**src/rtl/riscv_pkg.sv**
```systemverilog
// riscv_pkg
// Shared RV32 opcode constants and hazard-control types.
//   OP_*         : 7-bit base opcodes used by the operand-use decode
//   sb_entry_t   : destination scoreboard entry {valid, rd}
//   ctl_case_t   : which pipeline-control case is active this cycle
//   sb_hit()     : scoreboard entry matches a used, nonzero source register
package riscv_pkg;

    localparam logic [6:0] OP_RTYPE  = 7'b0110011;
    localparam logic [6:0] OP_ITYPE  = 7'b0010011;
    localparam logic [6:0] OP_LOAD   = 7'b0000011;
    localparam logic [6:0] OP_STORE  = 7'b0100011;
    localparam logic [6:0] OP_BRANCH = 7'b1100011;
    localparam logic [6:0] OP_JAL    = 7'b1101111;
    localparam logic [6:0] OP_JALR   = 7'b1100111;
    localparam logic [6:0] OP_LUI    = 7'b0110111;
    localparam logic [6:0] OP_AUIPC  = 7'b0010111;

    typedef struct packed {
        logic       valid;
        logic [4:0] rd;
    } sb_entry_t;

    typedef enum logic [1:0] {
        CTL_NORMAL = 2'd0,
        CTL_RAW    = 2'd1,
        CTL_FLUSH  = 2'd2,
        CTL_BUSY   = 2'd3
    } ctl_case_t;

    function automatic logic sb_hit(sb_entry_t e, logic used, logic [4:0] rs);
        return used && (rs != 5'd0) && e.valid && (e.rd == rs);
    endfunction

endpackage

```
**src/rtl/hazard_ctrl_if.sv**
```systemverilog
// hazard_ctrl_if
// Bundle between the pipeline datapath and the hazard controller.
//   i_id_instr, i_id_valid : instruction held in IF/ID and its valid flag
//   i_ex_pc_sel            : branch taken / jump resolved in EX
//   i_mem_busy             : data memory stall, freezes the whole pipe
//   o_pc_en, o_ifid_en     : PC and IF/ID load enables
//   o_ifid_flush           : clear IF/ID to a bubble at the next edge
//   o_idex_flush           : load a bubble into ID/EX at the next edge
//   o_exmem_en             : EX/MEM and MEM/WB load enable
//   o_stall_cnt/o_flush_cnt: saturating performance counters
// Modports: master = datapath side, slave = hazard_ctrl.
interface hazard_ctrl_if #(
    parameter int CNT_W = 32
);
    logic [31:0]      i_id_instr;
    logic             i_id_valid;
    logic             i_ex_pc_sel;
    logic             i_mem_busy;
    logic             o_pc_en;
    logic             o_ifid_en;
    logic             o_ifid_flush;
    logic             o_idex_flush;
    logic             o_exmem_en;
    logic [CNT_W-1:0] o_stall_cnt;
    logic [CNT_W-1:0] o_flush_cnt;

    modport master (
        output i_id_instr, i_id_valid, i_ex_pc_sel, i_mem_busy,
        input  o_pc_en, o_ifid_en, o_ifid_flush, o_idex_flush, o_exmem_en,
        input  o_stall_cnt, o_flush_cnt
    );

    modport slave (
        input  i_id_instr, i_id_valid, i_ex_pc_sel, i_mem_busy,
        output o_pc_en, o_ifid_en, o_ifid_flush, o_idex_flush, o_exmem_en,
        output o_stall_cnt, o_flush_cnt
    );
endinterface

```
**src/rtl/reg_use_decode.sv**
```systemverilog
// reg_use_decode
// Combinational operand-use decode of one RV32 base instruction.
//   instr    : 32-bit instruction word
//   rs1_used : instruction reads rs1
//   rs2_used : instruction reads rs2
//   rd_wr    : instruction writes a nonzero rd
//   rs1, rs2, rd : raw register fields
module reg_use_decode
    import riscv_pkg::*;
(
    input  logic [31:0] instr,
    output logic        rs1_used,
    output logic        rs2_used,
    output logic        rd_wr,
    output logic [4:0]  rs1,
    output logic [4:0]  rs2,
    output logic [4:0]  rd
);
    logic [6:0] opcode;
    logic       writes_rd;
    logic       unused_bits;

    assign opcode = instr[6:0];
    assign rd     = instr[11:7];
    assign rs1    = instr[19:15];
    assign rs2    = instr[24:20];

    // funct fields do not affect register usage
    assign unused_bits = ^{instr[31:25], instr[14:12]};

    always_comb begin
        rs1_used  = 1'b0;
        rs2_used  = 1'b0;
        writes_rd = 1'b0;
        case (opcode)
            OP_RTYPE:  begin rs1_used = 1'b1; rs2_used = 1'b1; writes_rd = 1'b1; end
            OP_ITYPE:  begin rs1_used = 1'b1; writes_rd = 1'b1; end
            OP_LOAD:   begin rs1_used = 1'b1; writes_rd = 1'b1; end
            OP_STORE:  begin rs1_used = 1'b1; rs2_used = 1'b1; end
            OP_BRANCH: begin rs1_used = 1'b1; rs2_used = 1'b1; end
            OP_JALR:   begin rs1_used = 1'b1; writes_rd = 1'b1; end
            OP_JAL:    writes_rd = 1'b1;
            OP_LUI:    writes_rd = 1'b1;
            OP_AUIPC:  writes_rd = 1'b1;
            default:   ;
        endcase
    end

    // x0 is hardwired, so writing it never creates a dependency
    assign rd_wr = writes_rd && (rd != 5'd0);

endmodule

```
**src/rtl/hazard_ctrl.sv**
```systemverilog
// hazard_ctrl
// Five-stage pipeline hazard controller: RAW interlock against a 3-entry
// destination scoreboard (EX, MEM, WB), control-flush on EX redirect, and
// global freeze on data-memory busy. Control outputs are combinational;
// the scoreboard and two saturating counters are registered.
//   i_clk, i_rst_n : clock, asynchronous active-low reset
//   bus (slave)    : see hazard_ctrl_if
// Build option: WB_BYPASS_EN -- register file is write-through, so the WB
// entry is left out of the RAW compare.
module hazard_ctrl
    import riscv_pkg::*;
#(
    parameter int CNT_W = 32
) (
    input  logic          i_clk,
    input  logic          i_rst_n,
    hazard_ctrl_if.slave  bus
);
    logic             rs1_used, rs2_used, rd_wr;
    logic [4:0]       rs1, rs2, rd;
    sb_entry_t        sb_ex, sb_mem, sb_wb;
    logic             raw;
    ctl_case_t        ctl;
    logic [CNT_W-1:0] stall_cnt, flush_cnt;

    reg_use_decode u_dec (
        .instr    (bus.i_id_instr),
        .rs1_used (rs1_used),
        .rs2_used (rs2_used),
        .rd_wr    (rd_wr),
        .rs1      (rs1),
        .rs2      (rs2),
        .rd       (rd)
    );

`ifdef WB_BYPASS_EN
    logic unused_wb;
    assign unused_wb = ^sb_wb;
    assign raw = bus.i_id_valid &&
                 (sb_hit(sb_ex,  rs1_used, rs1) || sb_hit(sb_ex,  rs2_used, rs2) ||
                  sb_hit(sb_mem, rs1_used, rs1) || sb_hit(sb_mem, rs2_used, rs2));
`else
    assign raw = bus.i_id_valid &&
                 (sb_hit(sb_ex,  rs1_used, rs1) || sb_hit(sb_ex,  rs2_used, rs2) ||
                  sb_hit(sb_mem, rs1_used, rs1) || sb_hit(sb_mem, rs2_used, rs2) ||
                  sb_hit(sb_wb,  rs1_used, rs1) || sb_hit(sb_wb,  rs2_used, rs2));
`endif

    always_comb begin
        if (bus.i_mem_busy)       ctl = CTL_BUSY;
        else if (bus.i_ex_pc_sel) ctl = CTL_FLUSH;
        else if (raw)             ctl = CTL_RAW;
        else                      ctl = CTL_NORMAL;
    end

    always_comb begin
        bus.o_pc_en      = 1'b1;
        bus.o_ifid_en    = 1'b1;
        bus.o_ifid_flush = 1'b0;
        bus.o_idex_flush = 1'b0;
        bus.o_exmem_en   = 1'b1;
        case (ctl)
            CTL_BUSY: begin
                bus.o_pc_en    = 1'b0;
                bus.o_ifid_en  = 1'b0;
                bus.o_exmem_en = 1'b0;
            end
            CTL_FLUSH: begin
                bus.o_ifid_flush = 1'b1;
                bus.o_idex_flush = 1'b1;
            end
            CTL_RAW: begin
                bus.o_pc_en      = 1'b0;
                bus.o_ifid_en    = 1'b0;
                bus.o_idex_flush = 1'b1;
            end
            default: ;
        endcase
    end

    // Scoreboard shifts in lockstep with the pipeline registers; a stalled
    // or flushed ID stage injects a bubble, so EX only tracks a real write.
    always_ff @(posedge i_clk or negedge i_rst_n) begin
        if (!i_rst_n) begin
            sb_ex  <= '0;
            sb_mem <= '0;
            sb_wb  <= '0;
        end else if (ctl != CTL_BUSY) begin
            sb_wb  <= sb_mem;
            sb_mem <= sb_ex;
            if (ctl == CTL_NORMAL && bus.i_id_valid && rd_wr)
                sb_ex <= {1'b1, rd};
            else
                sb_ex <= '0;
        end
    end

    always_ff @(posedge i_clk or negedge i_rst_n) begin
        if (!i_rst_n) begin
            stall_cnt <= '0;
            flush_cnt <= '0;
        end else begin
            if (ctl == CTL_RAW && stall_cnt != '1)
                stall_cnt <= stall_cnt + CNT_W'(1);
            if (ctl == CTL_FLUSH && flush_cnt != '1)
                flush_cnt <= flush_cnt + CNT_W'(1);
        end
    end

    assign bus.o_stall_cnt = stall_cnt;
    assign bus.o_flush_cnt = flush_cnt;

endmodule

```
**src/flat_wrapper.sv**
```systemverilog
// flat-port wrapper written by rule: the top's interface ports become plain ports
module hazard_ctrl_flat import riscv_pkg::*;
#(
    parameter int CNT_W = 32
)
  (i_clk, i_rst_n, bus_i_id_instr, bus_i_id_valid, bus_i_ex_pc_sel, bus_i_mem_busy, bus_o_pc_en, bus_o_ifid_en, bus_o_ifid_flush, bus_o_idex_flush, bus_o_exmem_en, bus_o_stall_cnt, bus_o_flush_cnt);
  hazard_ctrl_if #(.CNT_W(CNT_W)) bus_i ();
  input  logic i_clk;
  input  logic i_rst_n;
  input wire logic [$bits(bus_i.i_id_instr)-1:0] bus_i_id_instr;
  input wire logic [$bits(bus_i.i_id_valid)-1:0] bus_i_id_valid;
  input wire logic [$bits(bus_i.i_ex_pc_sel)-1:0] bus_i_ex_pc_sel;
  input wire logic [$bits(bus_i.i_mem_busy)-1:0] bus_i_mem_busy;
  output wire logic [$bits(bus_i.o_pc_en)-1:0] bus_o_pc_en;
  output wire logic [$bits(bus_i.o_ifid_en)-1:0] bus_o_ifid_en;
  output wire logic [$bits(bus_i.o_ifid_flush)-1:0] bus_o_ifid_flush;
  output wire logic [$bits(bus_i.o_idex_flush)-1:0] bus_o_idex_flush;
  output wire logic [$bits(bus_i.o_exmem_en)-1:0] bus_o_exmem_en;
  output wire logic [$bits(bus_i.o_stall_cnt)-1:0] bus_o_stall_cnt;
  output wire logic [$bits(bus_i.o_flush_cnt)-1:0] bus_o_flush_cnt;
  assign bus_i.i_id_instr = bus_i_id_instr;
  assign bus_i.i_id_valid = bus_i_id_valid;
  assign bus_i.i_ex_pc_sel = bus_i_ex_pc_sel;
  assign bus_i.i_mem_busy = bus_i_mem_busy;
  assign bus_o_pc_en = bus_i.o_pc_en;
  assign bus_o_ifid_en = bus_i.o_ifid_en;
  assign bus_o_ifid_flush = bus_i.o_ifid_flush;
  assign bus_o_idex_flush = bus_i.o_idex_flush;
  assign bus_o_exmem_en = bus_i.o_exmem_en;
  assign bus_o_stall_cnt = bus_i.o_stall_cnt;
  assign bus_o_flush_cnt = bus_i.o_flush_cnt;
  hazard_ctrl #(.CNT_W(CNT_W)) u_core (.i_clk(i_clk), .i_rst_n(i_rst_n), .bus(bus_i));
endmodule
```
**config.mk**
```make
export PLATFORM = sky130hd
export DESIGN_NAME = hazard_ctrl_flat
export DESIGN_NICKNAME = d
export VERILOG_FILES = /design/src/rtl/riscv_pkg.sv /design/src/rtl/hazard_ctrl_if.sv /design/src/rtl/reg_use_decode.sv /design/src/rtl/hazard_ctrl.sv /design/src/flat_wrapper.sv
export SDC_FILE = /design/constraint.sdc
export NUM_CORES = 1
export LEC_CHECK = 0
export ABC_AREA = 1
export CELL_PAD_IN_SITES_DETAIL_PLACEMENT = 1
export CELL_PAD_IN_SITES_GLOBAL_PLACEMENT = 2
export CORE_ASPECT_RATIO = 0.6
export CORE_MARGIN = 3
export CORE_UTILIZATION = 38
export CTS_BUF_LIST = sky130_fd_sc_hd__clkbuf_16
export DETAILED_ROUTE_END_ITERATION = 10
export DONT_BUFFER_PORTS = 1
export GPL_ROUTABILITY_DRIVEN = 0
export PLACE_DENSITY_LB_ADDON = 0.1
export SETUP_SLACK_MARGIN = 0.2
export SKIP_LAST_GASP = 1
export SYNTH_ARGS = -nofsm -noshare
export SYNTH_HDL_FRONTEND = slang
export SYNTH_SLANG_ARGS = --single-unit
```
**constraint.sdc**
```tcl
create_clock -name i_clk -period 3.7 [get_ports i_clk]
set_input_delay 0.925 -clock i_clk [delete_from_list [all_inputs] [get_ports i_clk]]
set_output_delay 0.925 -clock i_clk [all_outputs]
set_load 0.05 [all_outputs]
```
Word-level counts from Yosys, hierarchy flattened:

Index checks and enable logic that the tools add are counted.

* reductions and logical operators: 34
* add/sub/neg operators: 2
* eq/ne operators: 21
* muxes and demuxes: 11

Operators with widths (number)
* 32-bit by 1-bit adder with 32-bit output, second input constant: 2
* 32-bit inequality test, second input constant: 2
* 5-bit equality test: 6
* 7-bit by 6-bit equality test with 1-bit output, second input constant: 3
* 7-bit equality test, second input constant: 3
* 1-bit logical AND: 20
* 5-bit nonzero test: 3
* 7-bit by 5-bit equality test with 1-bit output, second input constant: 2
* 1-bit two-way mux: 8
* 7-bit by 2-bit equality test with 1-bit output, second input constant: 1
* 7-bit OR reduction: 1
* 6-bit two-way mux: 1
* 6-bit OR reduction: 1
* 1-bit logical OR: 5
* 2-bit equality test, second input constant: 2
* 2-bit two-way mux: 2
* 2-bit OR reduction: 2
* 3-bit OR reduction: 1
* 2-bit by 1-bit equality test with 1-bit output, second input constant: 1
* 2-bit zero test: 1
* 2-bit inequality test, second input constant: 1

* bits of input ports: 37
* word-level logic and storage cells: 76
* register bits: 82

Longest topological paths before layout:

* depth after elaboration: 19
* depth in mapped cells: 16
* mapped depth without buffers: 14

Cells and area by module:

A second synthesis with hierarchy kept.

* cells, all modules: 688
* area, all modules: 5114.9 um^2

By module, submodules not included
* hazard_ctrl: times used 1, seq. area each 2052.0 um^2, cells an instance 644, area an instance 4864.7 um^2
* reg_use_decode: times used 1, seq. area each 0.0 um^2, cells an instance 44, area an instance 250.2 um^2

Worst setup path before layout:

OpenSTA, ideal clock, no wires.

* path type: in2out
* from: input bus_i_id_instr[3]
* to: output bus_o_idex_flush
* path buffers: 0
* data required time: 2.775 ns
* slack: 0.067 ns
* stages on the path: 11
* arrival time: 2.708 ns
* cell sequence: inv_1 nand2_1 nor2_2 nand2_1 nand2_1 nand3_1 nor2_1 nor2_1 nand3_2 nand2_2 o21ai_0

* cells in the longest elaborated chain, start to end: 18

RTL lines
* start: declaration: line flat_wrapper.sv:10 `input wire logic [$bits(bus_i.i_id_instr)-1:0] bus_i_id_instr;`
* 7-bit equality test (tied with other cells): line reg_use_decode.sv:35 `case (opcode)`
* 6-bit OR reduction (no line) / 3-bit OR reduction (equally long branches)
* 1-bit two-way mux: line reg_use_decode.sv:35
* 1-bit logical AND (3 in a row): line riscv_pkg.sv:32 `return used && (rs != 5'd0) && e.valid && (e.rd == rs);`
* 1-bit logical OR (2 in a row): line hazard_ctrl.sv:44 `(sb_hit(sb_ex, rs1_used, rs1) || sb_hit(sb_ex, rs2_used, rs2) ||`
* 1-bit logical OR (2 in a row): line hazard_ctrl.sv:45 `sb_hit(sb_mem, rs1_used, rs1) || sb_hit(sb_mem, rs2_used, rs2) ||`
* 1-bit logical OR *: line hazard_ctrl.sv:46 `sb_hit(sb_wb, rs1_used, rs1) || sb_hit(sb_wb, rs2_used, rs2));`
* 1-bit logical AND *: line hazard_ctrl.sv:43 `assign raw = bus.i_id_valid &&`
* 1-bit two-way mux *: line hazard_ctrl.sv:52 `else if (raw) ctl = CTL_RAW;`
* 2-bit two-way mux *: line hazard_ctrl.sv:51 `else if (bus.i_ex_pc_sel) ctl = CTL_FLUSH;`
* 2-bit two-way mux *: line hazard_ctrl.sv:50 `if (bus.i_mem_busy) ctl = CTL_BUSY;`
* 2-bit equality test / 2-bit by 1-bit equality test with 1-bit output (equally long branches): line hazard_ctrl.sv:62 `case (ctl)`
* 2-bit OR reduction (no line) *
* 1-bit two-way mux *: line hazard_ctrl.sv:62
* end: declaration: line flat_wrapper.sv:17 `output wire logic [$bits(bus_i.o_idex_flush)-1:0] bus_o_idex_flush;`

Mark *: on every way between the ends. The rest lies on a longest branch, timed or not.

Worst setup path in the final report:

Same ends and word-level chain as after synthesis.

==> results.yml <==
outcome:
  status: "completed"
power_and_ir_drop:
  clkPwrFrac_pct: 44.0
  vdd_ir_drop_max_mv: 0.218
  p_per_area_nw_per_um2: 405
  total_power_mw: 2.38
  power_switching_share_pct: 30.4
  combPwrFrac_pct: 7.9
  internal_power_mw: 1.66
  p_leak_nw: 2.80
  switchingPower_mw: 0.722
  power.share.sequential_pct: 48.2
sta:
  max_freq_mhz: 322
  period_minus_slack_ps: 3110
  slew_viol_final: 0
  hold_violations: 0
  slew-limit-headroom_pct: 35.1
  whs_ps: 273
  finClkSkew_ps: 9.69
  rsz0062_at_grt: "no"
  finalSetupTns_ps: 0
  fin_crit_sh_pct: 84.0
  setup_violations: 0
  tightest_slew_ps: 965
critical_path:
  cp_max_fo: 4
  crit_arrival_ps: 2180
  r2r_slack_ps: 880
  critical_path.slowest_cell: "buf_4"
  crit_chain: "inv_1, nand2_1, nor2_2, nand2_1, nand2_1, nand3_1, nor2_1, nor2_1, nand3_2, nand2_2, o21ai_1, buf_4"
  crit_path_max_incr_delay_ps: 230
  cp-end-kind: "output pin"
  critPathKind: "in2out"
  cp-start-kind: "input pin"
  path_buf_inv: 2
  crit_family: "simple AND/OR/NAND/NOR gates"
  cpMostUsedCell: "nand2_1"
  critPathRequiredTime_ps: 2770
final_layout:
  nFillCells: 1667
  final_cell_area_um2: 5870
  area_delta_synth_final_pct: 11.4
  drive_gt1_share_pct: 8.19
  final_core_util_pct: 44.4
  n_antenna_cell: 0
  fin_nets: 779
worst_hold_path:
  hold_class: "in2async"
clock_network:
  cts_made_buffers: 9
  cts_max_level: 3
  clock_latency_ps: 340
  cts_tree: "done"
  cts_max_path_buffers: 2
  cts.sinks: 82
  cts-root-buf: "clkbuf_16"
  cts.repair.resized: 0
  cts_hold_buf: 0
  cts_setup_buffers: 0
  path_clk_slew_ps: 70
floorplan:
  num_io_pins: 106
  die_w_um: 158
  initial_core_util_pct: 39.9
  dieArea_um2: 15400
  row_count: 32
  core_area_um2: 13200
  die_h_um: 97.2
routing:
  antenna_left: 0
  wl_um: 17300
  vias_per_cell: 5.42
  via_count: 4962
  route.met3.wl_um: 1310
  first_pass_iters: 5
  wl_met2_um: 6850
  wl_met1_um: 8980
  routedWlPerCell_um: 18.9
  drt_iter0_drc: 234
  drc: 0
  top_layer: "met4"
synth:
  synth_seq_cells: 82
  synth_fp_nets: 768
  ys.flop_type: "dfrtp_1"
  synth_edf_count: 0
  yosysSeqAreaShare_pct: 38.9
  synthArstFlopShare_pct: 100
  postSynthCellCount: 729
  synth_cell_types: 38
  yosys_warnings: 0
  syn_area_per_cell_um2: 7.23
  syn-cell-area_um2: 5270
placement:
  dp_hpwl_um: 13400
  port_buffers: 0
  place_area_um2: 5530
job:
  cap_violations: 0
global_route:
  antenna_found_initial: 0
  grt_max_degree: 83
  grt_usage_pct: 23.3
  grt_pass1_wl_um: 28300
  grt_pass1_vias: 5078
  overflow: 0
## Yosys cell counts, types with 2 or more instances
cell	count	share of area, %
nand3_1	32	3.0
nand2_1	254	18
o21ai_1	4	0.38
a21oi_1	2	0.19
nor3_2	2	0.38
xor2_1	48	8.0
xnor2_1	26	4.3
nand2_2	3	0.36
nor4_1	9	1.1
o21ai_0	10	0.95
buf_4	2	0.28
dfrtp_1	82	39
inv_1	59	4.2
nand4_1	51	6.1
nand3_2	4	0.76
inv_2	7	0.50
ha_1	2	0.47
buf_6	2	0.43
nor3_1	29	2.8
buf_2	6	0.57
nor2_2	3	0.36
nor4_2	2	0.47
nor2_1	67	4.8
clkbuf_1	9	0.64
## sequential cells by signal, indices dropped and copies added, names as in the netlist
register	count
u_core.bus.o_stall_cnt	32
u_core.sb_wb	6
u_core.sb_ex	6
u_core.bus.o_flush_cnt	32
u_core.sb_mem	6
## per-stage QoR
| stage | setup WS [ps] | cells |
|---|---|---|
| floorplan | 448 | 729 |
| global route | 442 | 915 |
| CTS | 609 | 915 |
| global placement | 670 | 899 |
| detailed placement | 616 | 899 |
| finish | 590 | 915 |
## layout make-up
| cell class | instances | area [um2] | area share [%] |
|---|---|---|---|
| inverters | 67 | 254 | 4.33 |
| multi-input cells | 561 | 2870 | 48.8 |
| flip-flops and latches | 82 | 2050 | 34.9 |
| well taps | 170 | 213 | 3.62 |
| clock buffers | 9 | 225 | 3.84 |
| clock inverters | 7 | 118 | 2.00 |
| repair buffers | 19 | 143 | 2.43 |
## power by group through the flow
stage | sequential [mW] | clock, mW | combinational (mW)
global route | 1.16 | 1.12 | 0.212
CTS | 1.15 | 1.08 | 0.188
global placement | 1.16 | 0 | 0.181
floorplan | 1.14 | 0 | 0.141
finish | 1.15 | 1.05 | 0.187
detailed placement | 1.17 | 0 | 0.186
## logic make-up after synthesis
family                   share of synthesized area [%]
AND/OR/NAND/NOR                                   39.4
buffers and inverters                             6.74
flip-flops                                        38.9
XOR/XNOR                                          12.3
AO/OA/AOI/OAI                                     2.14
adder cells (fa/ha/maj)                          0.475
## path summary, 6_finish.rpt
check,end,cells past startpoint,startpoint
max in group asynchronous,u_core.sb_ex[3],0,i_rst_n
max,bus_o_idex_flush,12,bus_i_id_instr[3]
max reg2reg,u_core.bus.o_stall_cnt[26],7,u_core.bus.o_stall_cnt[15]
min reg2reg,u_core.sb_wb[5],2,u_core.sb_mem[5]
min in group i_clk,u_core.sb_wb[5],2,u_core.sb_mem[5]
min,u_core.bus.o_flush_cnt[12],0,i_rst_n
## placed cells by master (no fill, tap or decap), types with 2 or more instances in the layout
cell type,Yosys,routed
nor4_2,2,2
nor2_1,67,66
clkbuf_16,0,9
nand2_1,254,254
xnor2_1,26,26
bufinv_16,0,3
nor3_1,29,29
nor2_2,3,4
inv_1,59,59
nand2_2,3,3
dfrtp_1,82,82
nand3_1,32,32
a21oi_1,2,2
o21ai_1,4,5
nor4_1,9,9
ha_1,2,2
o21ai_0,10,9
clkinv_4,0,2
nor3_2,2,2
inv_2,7,7
nand3_2,4,4
xor2_1,48,48
clkinv_2,0,2
nand4_1,51,51
buf_4,2,19
## routing by layer
layer | GRT usage (%) | up-vias
met3 | 7.48 | 16
met1 | 36.7 | 2427
met2 | 31.1 | 131
li1 | - | 2388
met5 | 0 | -
met4 | 3.97 | 0
No activity file was read; power rests on OpenSTA's default activity.
